--- src/rtl/hud_score_ctrl.sv ---
// Per-frame HUD controller: snapshots game inputs on fsync, keeps a banked score,
// converts it to three BCD digits with a sequential double-dabble, and drives the life-lost blink.
package params;
  localparam int NUM_ROWS = 5;
  localparam int NUM_COLS = 8;
endpackage

module hud_score_ctrl #(
  parameter int FLASH_FRAMES = 32,
  parameter int TOTAL_ALIENS = params::NUM_ROWS * params::NUM_COLS,
  localparam int AW = $clog2(TOTAL_ALIENS + 1)
) (
  input  logic          pixel_clk,
  input  logic          rst,
  input  logic          fsync,
  input  logic [1:0]    game_state,
  input  logic [AW-1:0] aliens_remaining,
  input  logic [1:0]    current_round,
  input  logic [1:0]    lives_remaining,
  output logic [11:0]   score_bcd,
  output logic [1:0]    hud_lives,
  output logic [1:0]    hud_round,
  output logic          life_flash,
  output logic          hud_valid
);

  localparam logic [1:0]    GS_IDLE   = 2'b00;
  localparam logic [1:0]    GS_PLAY   = 2'b10;
  localparam logic [AW-1:0] TOTAL_A   = AW'(TOTAL_ALIENS);
  localparam logic [10:0]   TOTAL_W   = 11'(TOTAL_ALIENS);
  localparam logic [7:0]    FLASH_LD  = 8'(FLASH_FRAMES);
  localparam logic [3:0]    LAST_ITER = 4'd9;

  typedef enum logic [1:0] {
    S_IDLE    = 2'b00,
    S_CONV    = 2'b01,
    S_PUBLISH = 2'b10
  } state_t;

  state_t      state_q, state_d;
  logic [21:0] shift_q, shift_d;
  logic [3:0]  iter_q, iter_d;
  logic [9:0]  bank_q, bank_d;
  logic [7:0]  flash_cnt_q, flash_cnt_d;
  logic [1:0]  prev_round_q, prev_round_d;
  logic [1:0]  prev_lives_q, prev_lives_d;
  logic [1:0]  snap_lives_q, snap_lives_d;
  logic [1:0]  snap_round_q, snap_round_d;
  logic [11:0] score_bcd_q, score_bcd_d;
  logic [1:0]  hud_lives_q, hud_lives_d;
  logic [1:0]  hud_round_q, hud_round_d;
  logic        life_flash_q, life_flash_d;
  logic        hud_valid_q, hud_valid_d;

  logic [AW-1:0] kills;
  logic [9:0]    bank_next;
  logic [7:0]    flash_next;
  logic [9:0]    score_bin;

  function automatic logic [9:0] sat999(input logic [10:0] v);
    return (v > 11'd999) ? 10'd999 : v[9:0];
  endfunction

  // One double-dabble iteration: correct each BCD nibble, then shift the whole register.
  function automatic logic [21:0] dabble_step(input logic [21:0] s);
    logic [21:0] t;
    t = s;
    for (int i = 0; i < 3; i++) begin
      if (t[10+4*i +: 4] >= 4'd5) t[10+4*i +: 4] = t[10+4*i +: 4] + 4'd3;
    end
    return {t[20:0], 1'b0};
  endfunction

  // Snapshot arithmetic; only committed when the FSM accepts fsync.
  always_comb begin
    kills = (aliens_remaining > TOTAL_A) ? '0 : (TOTAL_A - aliens_remaining);

    bank_next = bank_q;
    if (game_state == GS_IDLE) begin
      bank_next = '0;
    end else if ((game_state == GS_PLAY) && (current_round != prev_round_q)) begin
      bank_next = sat999({1'b0, bank_q} + TOTAL_W);
    end

    flash_next = flash_cnt_q;
    if (game_state == GS_IDLE) begin
      flash_next = '0;
    end else if ((game_state == GS_PLAY) && (lives_remaining < prev_lives_q)) begin
      flash_next = FLASH_LD;
    end else if (flash_cnt_q != 8'd0) begin
      flash_next = flash_cnt_q - 8'd1;
    end

    score_bin = sat999({1'b0, bank_next} + 11'(kills));
  end

  always_comb begin
    state_d      = state_q;
    shift_d      = shift_q;
    iter_d       = iter_q;
    bank_d       = bank_q;
    flash_cnt_d  = flash_cnt_q;
    prev_round_d = prev_round_q;
    prev_lives_d = prev_lives_q;
    snap_lives_d = snap_lives_q;
    snap_round_d = snap_round_q;
    score_bcd_d  = score_bcd_q;
    hud_lives_d  = hud_lives_q;
    hud_round_d  = hud_round_q;
    life_flash_d = life_flash_q;
    hud_valid_d  = 1'b0;

    case (state_q)
      S_IDLE: begin
        if (fsync) begin
          bank_d       = bank_next;
          flash_cnt_d  = flash_next;
          prev_round_d = current_round;
          prev_lives_d = lives_remaining;
          snap_lives_d = lives_remaining;
          snap_round_d = current_round;
          shift_d      = {12'b0, score_bin};
          iter_d       = '0;
          state_d      = S_CONV;
        end
      end
      S_CONV: begin
        shift_d = dabble_step(shift_q);
        iter_d  = iter_q + 4'd1;
        if (iter_q == LAST_ITER) state_d = S_PUBLISH;
      end
      S_PUBLISH: begin
        score_bcd_d  = shift_q[21:10];
        hud_lives_d  = snap_lives_q;
        hud_round_d  = snap_round_q;
        life_flash_d = (flash_cnt_q != 8'd0) & flash_cnt_q[2];
        hud_valid_d  = 1'b1;
        state_d      = S_IDLE;
      end
      default: state_d = S_IDLE;
    endcase
  end

  always_ff @(posedge pixel_clk) begin
    if (rst) begin
      state_q      <= S_IDLE;
      shift_q      <= '0;
      iter_q       <= '0;
      bank_q       <= '0;
      flash_cnt_q  <= '0;
      prev_round_q <= '0;
      prev_lives_q <= '0;
      snap_lives_q <= '0;
      snap_round_q <= '0;
      score_bcd_q  <= '0;
      hud_lives_q  <= '0;
      hud_round_q  <= '0;
      life_flash_q <= 1'b0;
      hud_valid_q  <= 1'b0;
    end else begin
      state_q      <= state_d;
      shift_q      <= shift_d;
      iter_q       <= iter_d;
      bank_q       <= bank_d;
      flash_cnt_q  <= flash_cnt_d;
      prev_round_q <= prev_round_d;
      prev_lives_q <= prev_lives_d;
      snap_lives_q <= snap_lives_d;
      snap_round_q <= snap_round_d;
      score_bcd_q  <= score_bcd_d;
      hud_lives_q  <= hud_lives_d;
      hud_round_q  <= hud_round_d;
      life_flash_q <= life_flash_d;
      hud_valid_q  <= hud_valid_d;
    end
  end

  assign score_bcd  = score_bcd_q;
  assign hud_lives  = hud_lives_q;
  assign hud_round  = hud_round_q;
  assign life_flash = life_flash_q;
  assign hud_valid  = hud_valid_q;

endmodule

--- config.mk ---
export PLATFORM = sky130hd
export DESIGN_NAME = hud_score_ctrl
export DESIGN_NICKNAME = d
export VERILOG_FILES = /design/src/rtl/hud_score_ctrl.sv
export SDC_FILE = /design/constraint.sdc
export NUM_CORES = 1
export LEC_CHECK = 0
export ABC_AREA = 1
export CORE_ASPECT_RATIO = 1.4
export CORE_MARGIN = 10
export CORE_UTILIZATION = 25
export CTS_CLUSTER_DIAMETER = 60
export DETAILED_ROUTE_END_ITERATION = 10
export PLACE_DENSITY_LB_ADDON = 0.2
export SKIP_CTS_REPAIR_TIMING = 1
export SLEW_MARGIN = 20
export SYNTH_ARGS = -nofsm -noshare
export SYNTH_HDL_FRONTEND = slang
export SYNTH_SLANG_ARGS = --single-unit
--- constraint.sdc ---
create_clock -name pixel_clk -period 3.8 [get_ports pixel_clk]
set_clock_uncertainty 0.05 [all_clocks]
set_input_delay 0.57 -clock pixel_clk [delete_from_list [all_inputs] [get_ports pixel_clk]]
set_output_delay 0.57 -clock pixel_clk [all_outputs]
set_load 0.005 [all_outputs]
# Word-level counts from Yosys, hierarchy flattened
# Index checks and enable logic that the tools add are counted.
word_totals:
  ramBits: 0
  reg_bits: 68
  latchBits: 0
  elab_cells: 65
  inputBits: 15
  out_inout_bits: 18
  rom_bits: 0
  mem_count: 0
classes:
  div_mod_pow: 0
  n_mul: 0
  order_cmp: 7
  n_eq_ne: 7
  mux: 19
  bitwise: 1
  n_reduce_logical: 11
  add_sub_neg: 8
  shifts: 0
ops:
  columns: ["op", "n"]
  rows:
  - ["one-hot mux 22 bit (2 select lines)", 1]
  - ["two-way mux 10 bit", 4]
  - ["two-way mux 8 bit", 3]
  - ["> comparator 11 x 10 -> 1 bit (second input constant)", 2]
  - ["two-way mux 22 bit", 1]
  - [">= comparator 4 x 3 -> 1 bit (second input constant)", 3]
  - ["two-way mux 4 bit", 3]
  - ["adder 10 x 6 -> 11 bit", 1]
  - ["adder 10 x 6 -> 11 bit (second input constant)", 1]
  - ["adder 4 x 2 -> 4 bit (second input constant)", 2]
  - ["one-hot mux 4 bit (2 select lines)", 1]
  - ["nonzero test 8 bit", 1]
  - ["subtractor 8 x 1 -> 8 bit (second input constant)", 1]
  - ["> comparator 6 bit (second input constant)", 1]
  - ["two-way mux 6 bit", 1]
  - ["AND reduction 2 bit", 3]
  - ["subtractor 6 bit (first input constant)", 1]
  - ["adder 4 x 1 -> 4 bit (second input constant)", 1]
  - ["equality test 2 bit (second input constant)", 2]
  - ["equality test 4 bit (second input constant)", 1]
  - ["zero test 2 bit", 2]
  - ["two-way mux 2 bit", 2]
  - ["inequality test 2 bit (second input constant)", 2]
  - ["one-hot mux 2 bit (2 select lines)", 1]
  - ["11 further kinds", 12]

# Longest topological paths before layout
logic_depth:
  depth_word: 10
  depth_mapped: 31
  ltp_nobuf: 31

# Worst setup path after synthesis
# Ideal clock, no wire load.
synth_path:
  path_kind: "register to register"
  start: "register bank_q[3]"
  end: "register shift_q[8]"
  slack_ns: 0.491
  synth_period_minus_slack_ns: 3.309
  n_path_buf: 0
  arrival_time_ns: 3.136
  setup_time_ns: 0.123
  stages_incl_launch_ff: 26
  required_time_ns: 3.627
  path_cell_list: "dfxtp_1 > ha_1 > inv_1 > nand2_1 > o21ai_0 > nor2_1 > nand2_1 > nand2_2 > nand2_4 > nor2_1 > o21ai_0 > inv_1 > ha_1 > fa_1 > nand3_1 > nand3_1 > a21oi_1 > o21ai_2 > nand3_4 > nor2_2 > nor2_1 > nor2_2 > nand3_4 > nand2_2 > o21ai_1 > nand3_1"
synth_via:
  elab_chain_len: 10
synth_rtl:
  columns: ["item", "line", "text"]
  rows:
  - ["start, declared", "43", "logic [9:0] bank_q, bank_d;"]
  - ["start signal, assigned", "164", "bank_q <= bank_d;"]
  - ["adder 10 x 6 -> 11 bit *", "82", "bank_next = sat999({1'b0, bank_q} + TOTAL_W);"]
  - ["> comparator 11 x 10 -> 1 bit *", "61", "return (v > 11'd999) ? 10'd999 : v[9:0];"]
  - ["two-way mux 10 bit *", "61", null]
  - ["two-way mux 10 bit *", "81", "end else if ((game_state == GS_PLAY) && (current_round != prev_round_q)) begin"]
  - ["two-way mux 10 bit *", "79", "if (game_state == GS_IDLE) begin"]
  - ["via bank_next[0]", "56", "logic [9:0] bank_next;"]
  - ["adder 10 x 6 -> 11 bit *", "94", "score_bin = sat999({1'b0, bank_next} + 11'(kills));"]
  - ["> comparator 11 x 10 -> 1 bit", "61", null]
  - ["two-way mux 10 bit *", "61", null]
  - ["two-way mux 22 bit *", "115", "if (fsync) begin"]
  - ["one-hot mux 22 bit (2 select lines) *", "113", "case (state_q)"]
  - ["end signal, assigned", "162", "shift_q <= shift_d;"]
  - ["end, declared", "41", "logic [21:0] shift_q, shift_d;"]
# The timed path passes the listed nets; every way through them passes the cells marked *. The select of a mux whose other input is x is not followed.
# A chain may end at the register's enable or synchronous reset.

# Worst setup path after layout
layout_path:
  start: "input aliens_remaining[0]"
  end: "register shift_q[8]"
layout_via:
  elab_chain_len: 7
  word_cells_on_any_way: 8
  cone_classes: "add/sub: 2; order compare: 2; mux: 4"
layout_rtl:
  columns: ["item", "line", "text"]
  rows:
  - ["start, declared", "17", "input logic [AW-1:0] aliens_remaining,"]
  - ["subtractor 6 bit / > comparator 6 bit (equally long branches)", "76", "kills = (aliens_remaining > TOTAL_A) ? '0 : (TOTAL_A - aliens_remaining);"]
  - ["two-way mux 6 bit *", "76", null]
  - ["adder 10 x 6 -> 11 bit *", "94", null]
  - ["> comparator 11 x 10 -> 1 bit", "61", null]
  - ["two-way mux 10 bit *", "61", null]
  - ["two-way mux 22 bit *", "115", null]
  - ["one-hot mux 22 bit (2 select lines) *", "113", null]
# Mark *: on every way between the ends. The rest lies on a longest branch, timed or not. The select of a mux whose other input is x is not followed.

==> flow_metrics.tcl <==
set metrics [dict create \
    yosysSeqAreaShare 0.3493 \
    die-width_microns 125.5 \
    antennaDiodeCount 0 \
    dominant_combinational_cell_family_by_area_after_synthesis "simple AND/OR/NAND/NOR gates" \
    worst_path_largest_cell_delay_ps 470 \
    hold_violation_count_in_the_final_report 0 \
    instances_no_fill 776 \
    finalSetupViolCount 0 \
    synth.largest_area_cell "sky130_fd_sc_hd__dfxtp_1" \
    maxClockFrequency_mhz 289.8 \
    vias_per_cell 4.607 \
    first_global_vias 3492 \
    hpwl_microns 7041 \
    synth_compound_gate_area_share 0.2093 \
    placement.io_buffers 32 \
    run_status "finished, final reports clean" \
    postRouteWirelength_microns 9519 \
    fp.coreArea_sq_um 15190 \
    start_kind "input port" \
    synth_cells 541 \
    synth.top_cells.by_area "sky130_fd_sc_hd__dfxtp_1, sky130_fd_sc_hd__a21oi_1, sky130_fd_sc_hd__inv_1, sky130_fd_sc_hd__o21ai_0, sky130_fd_sc_hd__nand2_1" \
    post_dp_cell_area_sq_um 4438 \
    gpl.final_weighted_congestion 0.8620 \
    clock-sinks 68 \
    detailedRoute.firstPassIterationCount 6 \
    grt_max_degree 32 \
    synth_top_area_share 0.3493 \
    drt_iter0_drc 202 \
    arrival_ps 3620 \
    power_mw 1.982 \
    timing.hold.worst.class "reg2reg" \
    worst_path_max_delay_cell "sky130_fd_sc_hd__clkdlybuf4s50_1" \
    antenna_violations_before_repair 0 \
    average_cell_area_after_synthesis_sq_um 7.204 \
    start_util 0.2567 \
    max_slew.worst_pin.slew_ps 675.3 \
    cell_area_after_technology_mapping_sq_um 3897 \
    cts.clk_slew.worst_paths_ps 60 \
    final_nets 615 \
    top_ports 33 \
    placed_cells 760 \
    grt_first_pass_wirelength_microns 16230 \
    synth-seq-cells 68 \
    cts-htree-levels 3 \
    remaining_drc_errors 0 \
    clkLatencyLatePin_ps 340 \
    mappedNetlistNets 577 \
    final_layout_size_suffix_gt1_frac 0.1387 \
    power.density_nw_per_um2 415.9 \
    synth-edff-count 0 \
    cap_viol_max_count 0 \
    maxSlewViolCount 0 \
    path_max_fanout 7 \
    timing.slew.headroom 0.5493 \
    synth_simple_gate_area_frac 0.2446 \
    finalCriticalPeriod_ps 3451 \
    grt_setup_unrepaired "no" \
    worst-path-buf-inv 5 \
    num_rows 53 \
    synth_mux_area_frac 0 \
    peakVddDrop_uv 205.5 \
    cts_made_buffers 9 \
    clock_tree.buffer_depth 2 \
    power.leakage_nw 2.026 \
    critPathKind "in2reg" \
    sum_of_overflow_across_all_layers_after_global_routing 0 \
    endpoint_kind "register" \
    areaGrowthSynthToFinish_pct 22.31 \
    floorplan.die.height_microns 167.7 \
    postSynth.topFlopCell "sky130_fd_sc_hd__dfxtp_1" \
    detailroute.via_count 3575 \
    synth_xor_xnor_area_share 0.02022 \
    netlist-cell-type-count 47 \
    synthAdderAreaFrac 0.06934 \
    route.detailed.wl_per_inst_microns 12.27 \
    synthArstFlopShare 0 \
    synth.yosys.warnings 0 \
    grtUsageTotal 0.09161 \
    finalCritPeriodShare 0.9081 \
    utilization_of_the_core_after_routing 0.3139 \
    final_antenna_net_count 0 \
    final_instance_area_sq_um 4767 \
    path_delay_family "simple AND/OR/NAND/NOR gates" \
    worst-endpoint-required_ps 3970 \
    ctsRootBufferMaster "sky130_fd_sc_hd__clkbuf_16" \
    cts_tree "done" \
    cp_common_cell "sky130_fd_sc_hd__nor2_1" \
    floorplan.die_area_sq_um 21050 \
]
-- sequential cells by signal, summed over array words and instances (netlist names) --
name	count
score_bcd	12
shift_q	22
hud_round	2
state_q	2
hud_lives	2
snap_lives_q	2
hud_valid	1
bank_q	10
flash_cnt_q	8
snap_round_q	2
life_flash	1
iter_q	4
-- through the flow --
step,setup TNS (ps),hold WS (ps),setup slack [ps]
final,0,415.9,349.2
after CTS,0,414.5,73.49
after global routing,0,433.4,9.339
after global placement,0,402.0,31.33
after floorplan,0,387.0,491.2
after detailed placement,-84.73,406.1,-27.89
-- cell usage after synthesis (all sizes together), types with 5 or more instances --
cell / n
a21oi: 69
nand3: 34
nand4: 5
nand2: 84
xor2: 7
nor2: 65
nor3: 5
clkbuf: 14
ha: 20
inv: 77
dfxtp: 68
buf: 5
o21ai: 61
-- worst min-delay path, stage by stage, from the launching register on --
cell                      delay (ps)
sky130_fd_sc_hd__dfxtp_1         310
sky130_fd_sc_hd__nand2_1          60
sky130_fd_sc_hd__a21oi_1          50
-- cell type report --
cell class / count / area (sq um)
multi-input cells: 376 / 2175
clock inverters: 4 / 25.02
clock buffers: 12 / 246.5
fillers: 1628 / 10420
flip-flops and latches: 68 / 1363
well taps: 192 / 240.2
inverters: 78 / 292.8
repair buffers: 46 / 425.4
-- power by group --
part	switching, mW	internal, mW
clock	0.308	0.457
combinational	0.254	0.166
sequential	0.0360	0.762
-- layer usage --
| layer | up-vias | routed length, microns | GRT usage |
|---|---|---|---|
| li1 | 1859 | - | - |
| met2 | 60 | 4659 | 0.1617 |
| met1 | 1638 | 4281 | 0.09920 |
| met5 | - | 0 | 0 |
| met4 | 0 | 250 | 0.05171 |
| met3 | 18 | 327 | 0.01833 |
-- layout by cell type (no fill, tap or decap), types with 3 or more instances in the layout --
cell type                         Yosys  final
sky130_fd_sc_hd__a22oi_1              3      3
sky130_fd_sc_hd__inv_2                5      7
sky130_fd_sc_hd__nor2_2               6      7
sky130_fd_sc_hd__nand2_2             11     11
sky130_fd_sc_hd__nand2_4              4      4
sky130_fd_sc_hd__xor2_1               7      6
sky130_fd_sc_hd__nor3_1               4      3
sky130_fd_sc_hd__a21oi_2              5      6
sky130_fd_sc_hd__ha_1                20     19
sky130_fd_sc_hd__o21ai_1              5      8
sky130_fd_sc_hd__clkbuf_16            0      9
sky130_fd_sc_hd__o21ai_0             54     51
sky130_fd_sc_hd__nor2_1              59     57
sky130_fd_sc_hd__buf_4                0     14
sky130_fd_sc_hd__nand4_1              5      5
sky130_fd_sc_hd__dfxtp_1             68     67
sky130_fd_sc_hd__inv_1               72     70
sky130_fd_sc_hd__a21oi_1             63     62
sky130_fd_sc_hd__nand3_1             31     30
sky130_fd_sc_hd__clkdlybuf4s50_1      0     32
sky130_fd_sc_hd__nand2_1             69     69
sky130_fd_sc_hd__nor4_1               3      3
-- cells by family after synthesis --
logic type / count (synthesis)
fa+ha+maj: 21
flops: 68
compound gates: 145
simple gates: 201
buf+inv: 97
xor+xnor: 9
-- final timing paths --
kind | startpoint | end | slack, ps | depth (start not counted)
hold reg to reg | shift_q[21]$_SDFFE_PP0P_ | shift_q[21]$_SDFFE_PP0P_ | 420 | 2
hold / removal | shift_q[21]$_SDFFE_PP0P_ | shift_q[21]$_SDFFE_PP0P_ | 420 | 2
setup / recovery | aliens_remaining[0] | shift_q[8]$_SDFFE_PP0P_ | 350 | 25
setup reg to reg | bank_q[4]$_SDFFE_PP0P_ | shift_q[5]$_SDFFE_PP0P_ | 380 | 27
Note: power is estimated with default switching activity, not from simulation.
